## config.mk

```make
export PLATFORM = sky130hd
export DESIGN_NAME = adc_channel_averager
export DESIGN_NICKNAME = d
export VERILOG_FILES = /design/src/rtl/adc_channel_averager.sv
export SDC_FILE = /design/constraint.sdc
export NUM_CORES = 1
export LEC_CHECK = 0
export ABC_AREA = 1
export CORE_UTILIZATION = 44
export CTS_CLUSTER_SIZE = 28
export DETAILED_ROUTE_END_ITERATION = 16
export GPL_TIMING_DRIVEN = 0
export MAX_ROUTING_LAYER = met4
export PLACE_DENSITY = 0.74
export SYNTH_ARGS = -nofsm -noshare
export SYNTH_HDL_FRONTEND = slang
export SYNTH_SLANG_ARGS = --single-unit
export TNS_END_PERCENT = 1
```

## constraint.sdc

```tcl
create_clock -name clk_clk -period 3.7 [get_ports clk_clk]
set_input_delay 0.555 -clock clk_clk [delete_from_list [all_inputs] [get_ports clk_clk]]
set_output_delay 0.555 -clock clk_clk [all_outputs]
set_load 0.01 [all_outputs]
```

## src/rtl/adc_channel_averager.sv

```systemverilog
// rtl/adc_channel_averager.sv - single-channel boxcar averager for the ADC response stream
// Optional ADC_AVG_MINMAX_EN adds per-window min/max capture on avg_min/avg_max.
module adc_channel_averager #(
    parameter int DATA_W   = 12,
    parameter int CH_W     = 5,
    parameter int CHANNEL  = 1,
    parameter int AVG_LOG2 = 4
) (
    input  logic              clk_clk,
    input  logic              reset_reset,
    input  logic              en,
    input  logic              rsp_valid,
    input  logic [CH_W-1:0]   rsp_channel,
    input  logic [DATA_W-1:0] rsp_data,
    output logic              avg_valid,
    input  logic              avg_ready,
    output logic [DATA_W-1:0] avg_data,
    output logic              ovf,
    input  logic              ovf_clr,
    output logic [2:0]        led_level,
    output logic [DATA_W-1:0] avg_min,
    output logic [DATA_W-1:0] avg_max
);

    localparam int ACC_W = DATA_W + AVG_LOG2;
    localparam int CNT_W = (AVG_LOG2 == 0) ? 1 : AVG_LOG2;
    localparam int WIN   = 1 << AVG_LOG2;
    localparam logic [CNT_W-1:0] CNT_LAST = CNT_W'(WIN - 1);

    logic [ACC_W-1:0]  r_acc;
    logic [CNT_W-1:0]  r_cnt;
    logic              r_avg_valid;
    logic [DATA_W-1:0] r_avg_data;
    logic              r_ovf;
    logic [2:0]        r_led;

    logic              w_accept;
    logic              w_last;
    logic              w_load;
    logic [ACC_W-1:0]  w_sum;
    logic [ACC_W-1:0]  w_shift;
    logic [DATA_W-1:0] w_avg;
    logic [2:0]        w_led;

    assign w_accept = rsp_valid & en & (rsp_channel == CH_W'(CHANNEL));
    assign w_last   = (r_cnt == CNT_LAST);
    assign w_load   = w_accept & w_last;
    assign w_sum    = r_acc + ACC_W'(rsp_data);
    assign w_shift  = w_sum >> AVG_LOG2;
    assign w_avg    = w_shift[DATA_W-1:0];

    always_comb begin
        w_led = 3'b000;
        case (w_avg[DATA_W-1 -: 2])
            2'd0:    w_led = 3'b000;
            2'd1:    w_led = 3'b001;
            2'd2:    w_led = 3'b011;
            default: w_led = 3'b111;
        endcase
    end

    always_ff @(posedge clk_clk) begin
        if (reset_reset) begin
            r_acc       <= '0;
            r_cnt       <= '0;
            r_avg_valid <= 1'b0;
            r_avg_data  <= '0;
            r_ovf       <= 1'b0;
            r_led       <= 3'b000;
        end else begin
            if (!en) begin
                r_acc <= '0;
                r_cnt <= '0;
            end else if (w_accept) begin
                if (w_last) begin
                    r_acc <= '0;
                    r_cnt <= '0;
                end else begin
                    r_acc <= w_sum;
                    r_cnt <= r_cnt + CNT_W'(1);
                end
            end

            // A load in the handshake cycle keeps valid high with the fresh value.
            if (w_load) begin
                r_avg_valid <= 1'b1;
                r_avg_data  <= w_avg;
                r_led       <= w_led;
            end else if (r_avg_valid && avg_ready) begin
                r_avg_valid <= 1'b0;
            end

            // Set has priority over a same-cycle clear.
            if (w_load && r_avg_valid && !avg_ready) begin
                r_ovf <= 1'b1;
            end else if (ovf_clr) begin
                r_ovf <= 1'b0;
            end
        end
    end

    assign avg_valid = r_avg_valid;
    assign avg_data  = r_avg_data;
    assign ovf       = r_ovf;
    assign led_level = r_led;

`ifdef ADC_AVG_MINMAX_EN
    logic [DATA_W-1:0] r_run_min;
    logic [DATA_W-1:0] r_run_max;
    logic [DATA_W-1:0] r_avg_min;
    logic [DATA_W-1:0] r_avg_max;
    logic [DATA_W-1:0] w_new_min;
    logic [DATA_W-1:0] w_new_max;
    logic              w_first;

    // The first sample of a window restarts both running extremes.
    assign w_first   = (r_cnt == '0);
    assign w_new_min = (w_first || (rsp_data < r_run_min)) ? rsp_data : r_run_min;
    assign w_new_max = (w_first || (rsp_data > r_run_max)) ? rsp_data : r_run_max;

    always_ff @(posedge clk_clk) begin
        if (reset_reset) begin
            r_run_min <= '0;
            r_run_max <= '0;
            r_avg_min <= '0;
            r_avg_max <= '0;
        end else begin
            if (!en) begin
                r_run_min <= '0;
                r_run_max <= '0;
            end else if (w_accept) begin
                r_run_min <= w_new_min;
                r_run_max <= w_new_max;
            end
            if (w_load) begin
                r_avg_min <= w_new_min;
                r_avg_max <= w_new_max;
            end
        end
    end

    assign avg_min = r_avg_min;
    assign avg_max = r_avg_max;
`else
    assign avg_min = '0;
    assign avg_max = '0;
`endif

endmodule

```

After elaboration in Yosys (flattened, before gate mapping) --
Index checks and enable logic that the tools add are counted.
Word-level totals: register bits after elaboration 37, bits in latches 0, RAM bits 0, bits in read-only memories 0, bits of input ports 23, output and inout bits 41, logic and storage cells 31, memories 0
Operators by class: add/sub/neg operators 2, $mul 0, divide/modulo/power cells 0, magnitude comparators 0, equality and inequality tests 4, shift-type cells 0, mux-type cells 7, bitwise operators 4, reduce and logical (&&, ||, !) cells 8
Operator list (number):
- 16-bit by 12-bit adder with 16-bit output | 1
- 16-bit two-way mux | 1
- 3-bit case mux with 3 select lines | 1
- 5-bit by 1-bit == test with 1-bit output, second input constant | 1
- 4-bit by 1-bit adder with 4-bit output, second input constant | 1
- 4-bit == test, second input constant | 1
- 1-bit two-way mux | 4
- 4-bit two-way mux | 1
- 2-bit nonzero test | 2
- 1-bit bitwise AND | 3
- 1-bit logical AND | 3
- 2-bit by 1-bit == test with 1-bit output, second input constant | 1
- 2-bit == test, second input constant | 1
- 2-bit zero test | 1
- 2-bit OR reduction | 1
- 1-bit zero test | 1
- 1-bit inverter | 1

Depth between registers and ports, before layout --
Gate-level depths: netlist of the first run.
word-level depth 6, depth in mapped cells 12, depth with buffers taken out 12

Worst setup path after synthesis of the first run --
Ideal clock, no wire load.
kind input -> register, from input rsp_data[0], to register r_avg_data[8] (netlist: avg_data[8]), setup time 0.108 ns, data arrival time 1.825 ns, required time 3.592 ns, slack 1.766 ns, stages 11, path buffers 0, path through ha_1 -> fa_1 -> nand3_1 -> nand3_1 -> nand2_1 -> nand2_1 -> nand2_1 -> nand3b_1 -> nand2_1 -> a21o_1 -> inv_1
Between the ends: word-level cells in the longest chain between the ends 1
RTL lines:
- start, declared | line 14 | input logic [DATA_W-1:0] rsp_data,
- 16-bit by 12-bit adder with 16-bit output | line 48 | assign w_sum = r_acc + ACC_W'(rsp_data);
- end signal, assigned | line 87 | r_avg_data <= w_avg;
- end, declared | line 33 | logic [DATA_W-1:0] r_avg_data;
No other way between the ends. A chain may end at the register's enable or synchronous reset.

Worst setup path in the final report of the first run --
Ends and elaborated chain as after synthesis.

==> results of run 1 <==
worst max-delay path, cell delays in order:
cell and delay, ns:
clkdlybuf4s50_1 0.40, ha_1 0.23, fa_1 0.43, nand3_1 0.11, nand3_1 0.10, nand2_1 0.08
nand2_1 0.09, nand2_1 0.09, nand3b_1 0.10, nand2_1 0.08, a21o_1 0.10, inv_1 0.03
cell families (layout without fill, tap and decap cells):
| logic type | after synthesis | in the layout | synth area share (%) |
|---|---|---|---|
| xor+xnor | 7 | 7 | 2.57 |
| fa+ha+maj | 14 | 14 | 7.65 |
| other cells | 1 | 24 | 0.157 |
| flops | 37 | 37 | 31.0 |
| buf+inv | 70 | 116 | 15.3 |
| simple gates | 162 | 162 | 29.8 |
| compound gates | 57 | 57 | 13.5 |
per-layer routing:
metal  vias to the layer above  routed length (um)  share of wire, %
li1                       1191                   -                 -
met1                       968                2260                45
met2                        65                2410                48
met3                         6                 255               5.1
met4                         0                  53               1.1
met5                         -                   0                 0
flip-flops by register name (all words and copies together), names as in the netlist:
register   cells
avg_data      12
r_cnt          4
led_level      3
avg_valid      1
r_acc         16
ovf            1
layout by cell type (no fill, tap or decap), types with 13 or more instances in the layout:
cell type,netlist,layout
clkdlybuf4s50_1,0,39
dfxtp_1,37,37
a21oi_1,29,29
nand2_1,104,104
conb_1,1,24
inv_1,37,37
buf_4,26,26
ha_1,13,13
nor2_1,24,24
nand3_1,13,13
area by class of cell:
type / instances / area share, %
plain buffers: 31 / 7.24
clock buffers: 6 / 2.71
clock inverters: 1 / 0.247
inverters: 39 / 4.81
multi-input cells: 264 / 44.9
flip-flops and latches: 37 / 24.3
well taps: 70 / 2.88
repair buffers: 39 / 12.8
through the flow:
step | cells | cell area, um2 | power [mW]
floorplan | 371 | 2470 | 0.467
global placement | 480 | 2950 | 0.500
detailed placement | 480 | 2950 | 0.501
CTS | 487 | 3040 | 0.791
global route | 487 | 3040 | 0.817
finish | 487 | 3040 | 0.782
report_power, final:
group          switching, mW  leakage (nW)  internal [mW]
clock network          0.142        0.0433          0.147
logic                 0.0458          1.11         0.0485
registers           0.000156         0.298          0.398
total                  0.188          1.46          0.594
worst max path at each step:
stage	end	startpoint
final	avg_data[8]	rsp_data[0]
after floorplan	avg_data[8]	rsp_data[0]
after detailed placement	avg_data[8]	rsp_data[0]
after CTS	avg_data[8]	rsp_data[0]
after global routing	avg_data[8]	rsp_data[0]
after global placement	avg_data[8]	rsp_data[0]
==> flow_summary_export.csv, run 1 <==
group,metric,value,unit
outcome,outcome,"finished clean",
global_routing,overflow,0,
synth,netlist_instances,348,
die,die_x,75.7,um
synth,synth_commonest_cells,"nand2_1, dfxtp_1, inv_1",
drt,detail_route.wl_per_cell,10.2,um
drt,totalWireLength,4980,um
critical_path,rr_worst_depth,11,
cells_and_area,final-seq-area,741,um2
cells_and_area,fin_nets,454,
synth,synth-edff-count,0,
die,num_rows,26,
global_routing,grt_pass1_wl,8370,um
sta,period_share,59.3,%
synth,syn_area,0.00239,mm2
cells_and_area,area_growth,27.4,%
sta,post-route-worst-setup-slack,1.50,ns
clocking,cts_setup_buffers,0,
die,num_io_pins,64,
drt,drc,0,
global_routing,grt-busiest-layer,"met2",
cells_and_area,nFillCells,494,
clocking,cts_max_path_buffers,2,
clocking,cts_root_buffer,"clkbuf_8",
synth,yosys.area.top_type_share,31.0,%
hold_path,min_to,"led_level[1]",
pwr,p_per_area,257,mW/mm2
global_routing,grt_pass1_vias,1903,
synth,synth_ff_type,"dfxtp_1",
global_routing,use_met1,24.8,%
critical_path,r2r-start,"r_acc[0]",
synth,synth-seq-area-share,31.0,%
cells_and_area,final_layout_size_suffix_gt1_share,14.1,%
global_routing,grt.total_usage,20.1,%
drt,firstDrtPassIters,4,
critical_path,cp-start-kind,"primary input",
synth,yosysWarnings,0,
global_routing,antenna_found_initial,0,
die,die_h,75.7,um
cells_and_area,post-route-util,58.8,%
placed_design,gp_congestion,0.870,
critical_path,endpoint_kind,"register",
flow_run,cap_violations,0,
synth,ys_seq_elements,37,
clocking,postCtsHoldBufs,0,
global_routing,use_met2,33.5,%
sta,fin_setup_tns,0,ns
synth,ys_async_sr_fraction,0,%
synth,ys_types,30,
critical_path,r2r_slack,1.88,ns
pwr,p_leak,1.46,nW
synth,yosysMostFrequentCell,"nand2_1",
critical_path,required,3.89,ns
clocking,clkTransAtPathRegs,0.07,ns
critical_path,path_max_fanout,3,
hold_path,whs_path_depth,2,
pwr,ir_drop,0.117,mV
synth,synth_top_area_cell,"dfxtp_1",
hold_path,hold_path.class,"register to register",
drt,drt.antenna.violating_nets,0,
placed_design,hpwl,4010,um
synth,avgSynthCellArea,6.86,um2
die,dieArea,0.00573,mm2
drt,drt_iter0_markers,75,
sta,finalHoldViolations,0,
sta,fin_skew,0.00561,ns
cells_and_area,diodes,0,
hold_path,min_from,"led_level[1]",
sta,setup-violations-final,0,
clocking,cts_tree,"built",
die,fp.coreArea,0.00517,mm2
synth,synth_area_leaders,"dfxtp_1, nand2_1, buf_4",
global_routing,grt_max_degree,12,
sta,whs,0.467,ns
sta,rsz0062_at_grt,"no",
clocking,numCtsBuffers,5,
placed_design,port_buffers,39,
clocking,insertion_delay,0.29,ns
critical_path,r2r-end,"avg_data[8]",
placed_design,post-place-ws,1.20,ns
critical_path,critPathKind,"primary input to register",
clocking,cts_sinks,37,
drt,via_per_inst,4.58,
sta,finalMaxSlewViolations,0,
critical_path,crit_arrival,2.39,ns
global_routing,use_met3,3.97,%
clocking,cts_max_level,2,
sta,clock.fmax,456,MHz
cells_and_area,multiInputGateArea,0.00137,mm2
drt,vias,2230,
die,initial_core_util,46.2,%
sta,fin_crit,2.20,ns
clocking,cts_resized,0,
Note: power is estimated with default switching activity, not from simulation.
==> run 2, diff against run 1 <==
==> constraint.sdc (replaced) <==
create_clock -name clk_clk -period 2.1 [get_ports clk_clk]
set_input_delay 0.315 -clock clk_clk [delete_from_list [all_inputs] [get_ports clk_clk]]
set_output_delay 0.315 -clock clk_clk [all_outputs]
set_load 0.01 [all_outputs]
==> run 2 against run 1 <==
  * Hold slack hardly changed
  * Sequential share of layout area hardly changed
  * Critical path depth stayed put
  * Critical endpoint unchanged
  * Via count is 0.18% higher
  * Setup slack worse by 1.3 ns
  * Global-route usage stayed put
  * Count of clock-buffer cells in the layout stayed put
  * First-iteration DRC count is 17% higher
  * Largest power group unchanged
  * Routed wire length stayed put
  * Design area hardly changed
  * Power is 76% higher
  * Utilization hardly changed
==> flow_summary_export.csv, run 2 (synthesized netlist as in run 1, its figures left out) <==
group,metric,value,unit
drt,totalWireLength,4980,um
critical_path,rr_worst_depth,11,
sta,clock.fmax,528,MHz
global_routing,grt_max_degree,12,
placed_design,placed_area,0.00295,mm2
die,num_io_pins,64,
clocking,cts_root_buffer,"clkbuf_8",
flow_run,cap_violations,0,
drt,wl_met3,223,um
clocking,clkTransAtPathRegs,0.07,ns
clocking,cts_tree,"built",
global_routing,grt_pass1_wl,8370,um
global_routing,antenna_found_initial,0,
cells_and_area,final_area,0.00305,mm2
drt,via_per_inst,4.59,
drt,drc,0,
die,die_x,75.7,um
critical_path,critPathKind,"primary input to register",
clocking,cts_setup_buffers,0,
global_routing,grt_pass1_vias,1903,
die,die_h,75.7,um
hold_path,hold_path.class,"register to register",
critical_path,r2r-start,"r_acc[0]",
outcome,outcome,"finished clean",
clocking,cts_sinks,37,
cells_and_area,area_growth,27.5,%
critical_path,r2r-end,"avg_data[8]",
critical_path,endpoint_kind,"register",
pwr,p_leak,1.45,nW
drt,highest_layer,"met4",
drt,drt.antenna.violating_nets,0,
clocking,cts_max_level,2,
pwr,ir_drop,0.206,mV
sta,finalHoldViolations,0,
pwr,p_per_area,452,mW/mm2
cells_and_area,mostFrequentLayoutCells,"nand2_1, clkdlybuf4s50_1, inv_1, dfxtp_1, a21oi_1",
drt,wl_met2,2390,um
sta,finalMaxSlewViolations,0,
die,initial_core_util,46.2,%
critical_path,crit_arrival,2.09,ns
cells_and_area,largest_reg_flops,16,
critical_path,path_max_fanout,3,
die,dieArea,0.00573,mm2
sta,rsz0062_at_grt,"no",
sta,fin_setup_tns,0,ns
placed_design,port_buffers,39,
cells_and_area,regMostFlops,"r_acc",
drt,vias,2234,
die,fp.coreArea,0.00517,mm2
global_routing,overflow,0,
drt,drt_iter0_markers,88,
clocking,numCtsBuffers,5,
drt,firstDrtPassIters,4,
placed_design,gp_congestion,0.870,
critical_path,critical_path.startpoint,"rsp_data[0]",
critical_path,cp-start-kind,"primary input",
sta,period_share,90.1,%
cells_and_area,post-route-util,58.9,%
drt,detail_route.wl_per_cell,10.2,um
cells_and_area,final_layout_size_suffix_gt1_share,14.4,%
global_routing,grt.total_usage,20.1,%
critical_path,required,2.29,ns
cells_and_area,mostFrequentLayoutCell,"nand2_1",
die,num_rows,26,
sta,fin_crit,1.89,ns
clocking,cts_max_path_buffers,2,
pwr,finalPower,1.38,mW
clocking,insertion_delay,0.29,ns
drt,wl_met1,2310,um
cells_and_area,fin_nets,454,
cells_and_area,diodes,0,
sta,fin_skew,0.00314,ns
sta,setup-violations-final,0,
placed_design,hpwl,4010,um
critical_path,endpoint,"avg_data[8]",
critical_path,r2r_slack,0.34,ns
## run 2: cell counts in the layout (fill, tap and decap cells not counted)
No cell type changed its count.
## run 2: routing by layer
metal  vias to the layer above  GRT usage, %
met5                         -             -
li1                       1192             -
met1                       972          24.8
met3                         6          3.97
met4                         0          4.94
met2                        64          33.5
## run 2: area by class of cell
class                      instances  area [um2]
inverter                          39         146
clock inverter                     1        7.51
sequential                        37         741
multi-input combinational        264        1370
fill                             495        2130
clock buffer                       6        82.6
tap                               70        87.6
buffer                            31         220
timing repair buffer              39         390
## run 2: what timing repair did
action,4_1_cts,5_1_grt
resized for setup,0,1
setup endpoints to repair,0,2
hold buffers,0,0
hold endpoints to repair,0,0
## run 2: where the power goes
part / switching, mW / total [mW] / internal (mW) / leakage, nW
clock network: 0.249 / 0.508 / 0.259 / 0.0433
logic: 0.0811 / 0.167 / 0.0856 / 1.11
registers: 0.000277 / 0.702 / 0.702 / 0.298
## run 2: through the flow
stage                     std cells  hold WS (ns)  worst slack [ns]
after global routing            487         0.487            0.0364
final                           487         0.467             0.207
after floorplan                 371         0.377             0.406
after detailed placement        480         0.457            -0.164
after global placement          480         0.456            -0.160
after CTS                       487         0.469             0.149
## run 2: worst max-delay path, stage by stage
cell	delay (ns)
clkdlybuf4s50_1	0.40
ha_1	0.23
fa_2	0.37
nand3_1	0.09
nand3_1	0.10
nand2_1	0.08
nand2_1	0.09
nand2_1	0.09
nand3b_1	0.10
nand2_1	0.08
a21o_1	0.10
inv_1	0.03
## run 2: worst min path at each step
stage            startpoint      endpoint  slack, ns  cells after the start
6_report       led_level[1]  led_level[1]       0.47                      2
5_1_grt            r_acc[3]      r_acc[3]       0.49                      2
4_1_cts        led_level[1]  led_level[1]       0.47                      2
3_5_place_dp   led_level[1]  led_level[1]       0.46                      2
3_3_place_gp   avg_data[11]  avg_data[11]       0.46                      2
2_1_floorplan   reset_reset  led_level[2]       0.38                      1
